$ cat config.mk
export PLATFORM = sky130hd
export DESIGN_NAME = i2c_tx_sched
export DESIGN_NICKNAME = d
export VERILOG_FILES = /design/src/rtl/i2c_pkg.sv /design/src/rtl/i2c_tx_sched.sv
export SDC_FILE = /design/constraint.sdc
export NUM_CORES = 1
export LEC_CHECK = 0
export ABC_AREA = 1
export BUFFER_PORTS_ARGS = -buffer_cell sky130_fd_sc_hd__buf_2
export CAP_MARGIN = 20
export CORE_MARGIN = 5
export CORE_UTILIZATION = 50
export DETAILED_ROUTE_END_ITERATION = 10
export PLACE_DENSITY_LB_ADDON = 0.2
export REMOVE_ABC_BUFFERS = 1
export SYNTH_ARGS = -nofsm -noshare
export SYNTH_HDL_FRONTEND = slang
export SYNTH_SLANG_ARGS = --single-unit
$ cat constraint.sdc
create_clock -name clk -period 2.94 [get_ports clk]
set_input_delay 0.294 -clock clk [delete_from_list [all_inputs] [get_ports clk]]
set_output_delay 0.294 -clock clk [all_outputs]
set_load 0.1 [all_outputs]
$ cat src/rtl/i2c_pkg.sv
`default_nettype none
// +--------------------------------------------------------------------+
// | i2c_pkg : shared command codes, frame format and scheduler states  |
// | Rev 1.0 : initial release                                          |
// +--------------------------------------------------------------------+
package i2c_pkg;

  // Byte-engine command encodings
  localparam logic [1:0] CMD_START = 2'b00;
  localparam logic [1:0] CMD_WRITE = 2'b01;
  localparam logic [1:0] CMD_STOP  = 2'b10;

  // Frame format: {addr[6:0], rw} header, length byte N, then N data bytes
  localparam int unsigned FRAME_BYTE_W   = 8;
  localparam int unsigned HDR_ADDR_W     = 7;
  localparam logic        HDR_RW_WRITE   = 1'b0;
  localparam int unsigned FRAME_OVERHEAD = 2;

  typedef enum logic [3:0] {
    IDLE     = 4'd0,
    GET_HDR  = 4'd1,
    GET_LEN  = 4'd2,
    START    = 4'd3,
    ADDR     = 4'd4,
    GET_DATA = 4'd5,
    DATA     = 4'd6,
    STOP     = 4'd7,
    FLUSH    = 4'd8
  } sched_state_t;

endpackage
`default_nettype wire

$ cat src/rtl/i2c_tx_sched.sv
`default_nettype none
// +--------------------------------------------------------------------+
// | i2c_tx_sched : pops framed writes from the byte FIFO and sequences |
// |                START/ADDR/DATA/STOP on the I2C byte engine.        |
// | Rev 1.0 : initial release                                          |
// +--------------------------------------------------------------------+
module i2c_tx_sched
  import i2c_pkg::*;
#(
  parameter int D = 8
) (
  input  logic         clk,
  input  logic         rst,
  input  logic         enable,
  input  logic         fifo_empty,
  input  logic [D-1:0] fifo_rdata,
  output logic         fifo_rd,
  output logic         cmd_valid,
  output logic [1:0]   cmd,
  output logic [7:0]   cmd_data,
  input  logic         cmd_ready,
  input  logic         cmd_done,
  input  logic         cmd_nack,
  output logic         busy,
  output logic         frame_done,
  output logic         frame_nack
);

  sched_state_t            r_state, w_state;
  logic [FRAME_BYTE_W-1:0] r_hdr, w_hdr;
  logic [FRAME_BYTE_W-1:0] r_cnt, w_cnt;
  logic                    r_abort, w_abort;
  logic                    r_sent, w_sent;
  logic                    r_fifo_rd, w_fifo_rd;
  logic                    r_cmd_valid, w_cmd_valid;
  logic [1:0]              r_cmd, w_cmd;
  logic [7:0]              r_cmd_data, w_cmd_data;
  logic                    r_busy, w_busy;
  logic                    r_frame_done, w_frame_done;
  logic                    r_frame_nack, w_frame_nack;

  logic                    w_pop_ok;
  logic                    w_cmd_acc;
  logic                    w_cmd_fin;
  logic [7:0]              w_head;

  always_ff @(posedge clk) begin
    if (rst) begin
      r_state      <= IDLE;
      r_hdr        <= '0;
      r_cnt        <= '0;
      r_abort      <= 1'b0;
      r_sent       <= 1'b0;
      r_fifo_rd    <= 1'b0;
      r_cmd_valid  <= 1'b0;
      r_cmd        <= 2'b00;
      r_cmd_data   <= 8'h00;
      r_busy       <= 1'b0;
      r_frame_done <= 1'b0;
      r_frame_nack <= 1'b0;
    end else begin
      r_state      <= w_state;
      r_hdr        <= w_hdr;
      r_cnt        <= w_cnt;
      r_abort      <= w_abort;
      r_sent       <= w_sent;
      r_fifo_rd    <= w_fifo_rd;
      r_cmd_valid  <= w_cmd_valid;
      r_cmd        <= w_cmd;
      r_cmd_data   <= w_cmd_data;
      r_busy       <= w_busy;
      r_frame_done <= w_frame_done;
      r_frame_nack <= w_frame_nack;
    end
  end

  always_comb begin
    w_state      = r_state;
    w_hdr        = r_hdr;
    w_cnt        = r_cnt;
    w_abort      = r_abort;
    w_sent       = r_sent;
    w_fifo_rd    = 1'b0;
    w_cmd_valid  = r_cmd_valid;
    w_cmd        = r_cmd;
    w_cmd_data   = r_cmd_data;
    w_frame_done = 1'b0;
    w_frame_nack = 1'b0;

    // A pop in flight leaves the FIFO head stale for one cycle, hence the gap
    w_pop_ok  = !fifo_empty && !r_fifo_rd;
    w_head    = fifo_rdata[7:0];
    w_cmd_acc = r_cmd_valid && cmd_ready;
    w_cmd_fin = !r_cmd_valid && r_sent && cmd_done;

    if (w_cmd_acc) begin
      w_cmd_valid = 1'b0;
      w_sent      = 1'b1;
    end

    // Every transition into a send state offers its command on the same edge
    case (r_state)
      IDLE: begin
        if (enable && !fifo_empty) begin
          w_state = GET_HDR;
        end
      end
      GET_HDR: begin
        if (w_pop_ok) begin
          w_hdr     = w_head;
          w_fifo_rd = 1'b1;
          w_state   = GET_LEN;
        end
      end
      GET_LEN: begin
        if (w_pop_ok) begin
          w_cnt       = w_head;
          w_fifo_rd   = 1'b1;
          w_state     = START;
          w_cmd_valid = 1'b1;
          w_sent      = 1'b0;
          w_cmd       = CMD_START;
          w_cmd_data  = 8'h00;
        end
      end
      START: begin
        if (w_cmd_fin) begin
          w_state     = ADDR;
          w_cmd_valid = 1'b1;
          w_sent      = 1'b0;
          w_cmd       = CMD_WRITE;
          w_cmd_data  = r_hdr;
        end
      end
      ADDR: begin
        if (w_cmd_fin) begin
          if (cmd_nack || (r_cnt == 8'd0)) begin
            w_abort     = cmd_nack;
            w_state     = STOP;
            w_cmd_valid = 1'b1;
            w_sent      = 1'b0;
            w_cmd       = CMD_STOP;
            w_cmd_data  = 8'h00;
          end else begin
            w_state = GET_DATA;
          end
        end
      end
      GET_DATA: begin
        if (w_pop_ok) begin
          w_fifo_rd   = 1'b1;
          w_state     = DATA;
          w_cmd_valid = 1'b1;
          w_sent      = 1'b0;
          w_cmd       = CMD_WRITE;
          w_cmd_data  = w_head;
        end
      end
      DATA: begin
        if (w_cmd_fin) begin
          w_cnt = r_cnt - 8'd1;
          if (cmd_nack || (r_cnt == 8'd1)) begin
            w_abort     = cmd_nack;
            w_state     = STOP;
            w_cmd_valid = 1'b1;
            w_sent      = 1'b0;
            w_cmd       = CMD_STOP;
            w_cmd_data  = 8'h00;
          end else begin
            w_state = GET_DATA;
          end
        end
      end
      STOP: begin
        if (w_cmd_fin) begin
          w_frame_done = 1'b1;
          w_frame_nack = r_abort;
          w_abort      = 1'b0;
          // Residual bytes of an aborted frame must leave the FIFO frame-aligned
          w_state      = (r_abort && (r_cnt != 8'd0)) ? FLUSH : IDLE;
        end
      end
      FLUSH: begin
        if (r_cnt == 8'd0) begin
          w_state = IDLE;
        end else if (w_pop_ok) begin
          w_fifo_rd = 1'b1;
          w_cnt     = r_cnt - 8'd1;
        end
      end
      default: begin
        w_state = IDLE;
      end
    endcase

    w_busy = (w_state != IDLE);
  end

  assign fifo_rd    = r_fifo_rd;
  assign cmd_valid  = r_cmd_valid;
  assign cmd        = r_cmd;
  assign cmd_data   = r_cmd_data;
  assign busy       = r_busy;
  assign frame_done = r_frame_done;
  assign frame_nack = r_frame_nack;

endmodule
`default_nettype wire

==> run summary <==
Number of buffers inserted for hold repair after clock tree synthesis: 0
Number of buffers on the longest clock path: 2
Core area: 4086 sq um
Initial Util: 0.5260
Share of layout cells above drive strength 1: 0.1707
Half-perimeter wire length after placement: 3.782 mm
Wire length reported by the detailed router: 4.950 mm
Final number of setup-violating endpoints: 0
Post-DP Area: 2320 sq um
Total global routing overflow: 0
Number of pins with negative max-slew slack in the final report: 0
Fin util: 0.5931
Pre-Repair DR Iteration Count: 5
Remaining antenna violation count after routing: 0
Largest net degree at the start of global routing: 25
Static leakage: 1.126 nW
I/O pin total: 30
Via density per instance: 5.038
Number of cells in the finished layout apart from fillers: 419
Biggest fanout along the worst timing path: 9
Worst path required time: 3140 ps
Critical Path Sink Type: flip-flop
Synth cell types: 29
Met2 wirelength from detailed routing: 2.133 mm
Count of placed standard cells including taps: 412
Met3 layer wire length in the routed design: 296 microns
Total Negative Setup Slacks: 0 ps
Largest cells by area after synthesis: sky130_fd_sc_hd__dfxtp_1 (34%), sky130_fd_sc_hd__nand2_1 (13%), sky130_fd_sc_hd__nor2_1 (10%)
Beginning of the worst hold path: fifo_rdata[0]
Post-CTS Setup Repair Bufs: 0
Final layout net count: 386
Cell Area, Synth: 2150 sq um
Worst setup margin: 950.1 ps
RePlAce Congestion: 0.9343
Kind of critical path: reg -> reg
Count of synthesis-stage warnings from yosys: 0
Clock skew: 6.730 ps
Number of antenna violations at the first check in global routing: 0
Drt initial violations: 223
Setup slack at placement: 958.9 ps
Highest layer used for signal routing: met4
Type of element launching the critical path: flip-flop
Startpoint of the worst-slack reg-to-reg timing path: r_cnt[0]$_SDFFE_PP0P_
Total clock sinks: 37
Worst vdd rail ir drop: 0.2544 mV
Power density normalized to cell area: 539.6 nW/um^2
CTS HTree Levels: 2
Floorplan die width: 75.57 microns
RSZ-0062 raised after global routing: false
Tot GR Track Use: 0.1860
Top cell type by total area after synthesis: sky130_fd_sc_hd__dfxtp_1
Hold violation total from the final report: 0
Global-route wire length before repair: 8.162 mm
Metal-1 WL: 2.421 mm
Number of cells produced by synthesis: 340
Vias: 2111
Clock-pin slew reported for the worst setup and hold paths after clock tree synthesis: 80 ps
Total die area: 5710 sq um
Number of storage elements in the synthesis netlist: 37
TritonCTS clock tree: built
Count of buffers from port buffering: 29
Sequential-to-total area share from yosys stat: 0.3446
Per-instance average area after synthesis: 6.322 sq um
CP Launch Point: r_cnt[0]$_SDFFE_PP0P_
Pin slew with the least headroom to its limit: 702.3 ps
Critical path data arrival time: 2190 ps
Die height: 75.57 microns
Antenna Cells: 0
Cell chosen for the clock root: sky130_fd_sc_hd__clkbuf_8
Run status: complete, no violations
Routed length per placed instance: 11.81 microns
Cell row count: 23
Slew HR: 0.5313
Fmax achieved: 502.5 MHz
Clock buffers created by TritonCTS: 5
Worst Hold Class: in -> reg
Post-synth top area share: 0.3446
Clock latency of the later-clocked register in the worst-skew pair: 300 ps
Resized cells post-CTS: 0
Post-layout instance area: 2424 sq um
Number of global-route vias before repair: 1834
Period utilisation layout: 0.6769
Number of maximum-capacitance violations: 0
DRC Markers: 0
Tmin final: 1990 ps
Area Overhead vs Synth: 12.75%
## metrics by stage
stage,hold slack [ps],power [mW]
2_1_floorplan,362.3,0.8179
3_3_place_gp,437.2,0.8804
3_5_place_dp,444.3,0.8838
4_1_cts,299.8,1.312
5_1_grt,343.0,1.369
6_report,300.9,1.308
## layout by cell type (no fill, tap or decap), types with 5 or more instances in the layout
cell,n
sky130_fd_sc_hd__nand3_1,25
sky130_fd_sc_hd__a21oi_1,17
sky130_fd_sc_hd__inv_1,46
sky130_fd_sc_hd__nand2_1,77
sky130_fd_sc_hd__nor2_4,6
sky130_fd_sc_hd__clkbuf_8,5
sky130_fd_sc_hd__dfxtp_1,37
sky130_fd_sc_hd__o21ai_0,31
sky130_fd_sc_hd__nor2_1,59
sky130_fd_sc_hd__buf_2,29
## cells by family (layout without fill, tap and decap cells)
kind of cell,Yosys count,in the layout,share of synthesized area
compound gates,53,53,0.1281
xor+xnor,2,2,0.008150
fa+ha+maj,2,2,0.01164
buf+inv,57,86,0.1059
flops,37,37,0.3446
simple gates,189,189,0.4016
## per-layer routing
metal	global-route usage	vias to the layer above
li1	-	1121
met1	0.2528	928
met2	0.2895	52
met3	0.04354	10
met4	0.06408	0
met5	0	-
## cell type report
class,instances,area [sq um]
clock buffers,5,68.82
clock inverters,2,35.03
fillers,414,1663
inverters,50,190.2
multi-input cells,246,1181
flip-flops and latches,37,740.7
well taps,50,62.56
repair buffers,29,145.1
## flip-flops by register name, summed over array words and instances, names as in the netlist, 2 cells and up
name and flops:
cmd_data 8, r_hdr 8, r_state 4, r_cnt 8
cmd 2
## where the power goes
part / switching (mW) / internal (mW) / total, mW / leakage, nW
combinational: 0.245 / 0.0779 / 0.323 / 0.772
clock: 0.188 / 0.247 / 0.435 / 0.0540
sequential: 0.0173 / 0.533 / 0.550 / 0.300
total: 0.450 / 0.857 / 1.31 / 1.13
## path summary, 6_finish.rpt
| kind | slack [ps] | end | cells after the start |
|---|---|---|---|
| setup / recovery | 950 | cmd_data[6]$_SDFFE_PP0P_ | 11 |
| hold / removal | 300 | r_hdr[0]$_SDFFE_PP0P_ | 3 |
| setup reg to reg | 950 | cmd_data[6]$_SDFFE_PP0P_ | 11 |
| hold reg to reg | 450 | r_hdr[7]$_SDFFE_PP0P_ | 2 |
## Yosys cell counts, drive strengths merged
library cell and instances:
nor3 5, xnor2 1, o211ai 1, clkbuf 2, nand2 85, a21oi 18, nand4 2, or2 2
dfxtp 37, o21ai 31, nor2 69, a31oi 1, buf 5, o22ai 2, nand3 26, ha 2
inv 50, xor2 1
## critical path, stage by stage, from the launching register on
cell                      delay [ps]
sky130_fd_sc_hd__dfxtp_1         330
sky130_fd_sc_hd__inv_1           120
sky130_fd_sc_hd__ha_1            210
sky130_fd_sc_hd__inv_1            70
sky130_fd_sc_hd__nor3_2          170
sky130_fd_sc_hd__nand2_1         190
sky130_fd_sc_hd__nand3_1         180
sky130_fd_sc_hd__nand2_1          80
sky130_fd_sc_hd__nor2_2          260
sky130_fd_sc_hd__nand3_1         130
sky130_fd_sc_hd__nand2_1          80
sky130_fd_sc_hd__nor2_1           50
Power figures use the tool's default switching activity.
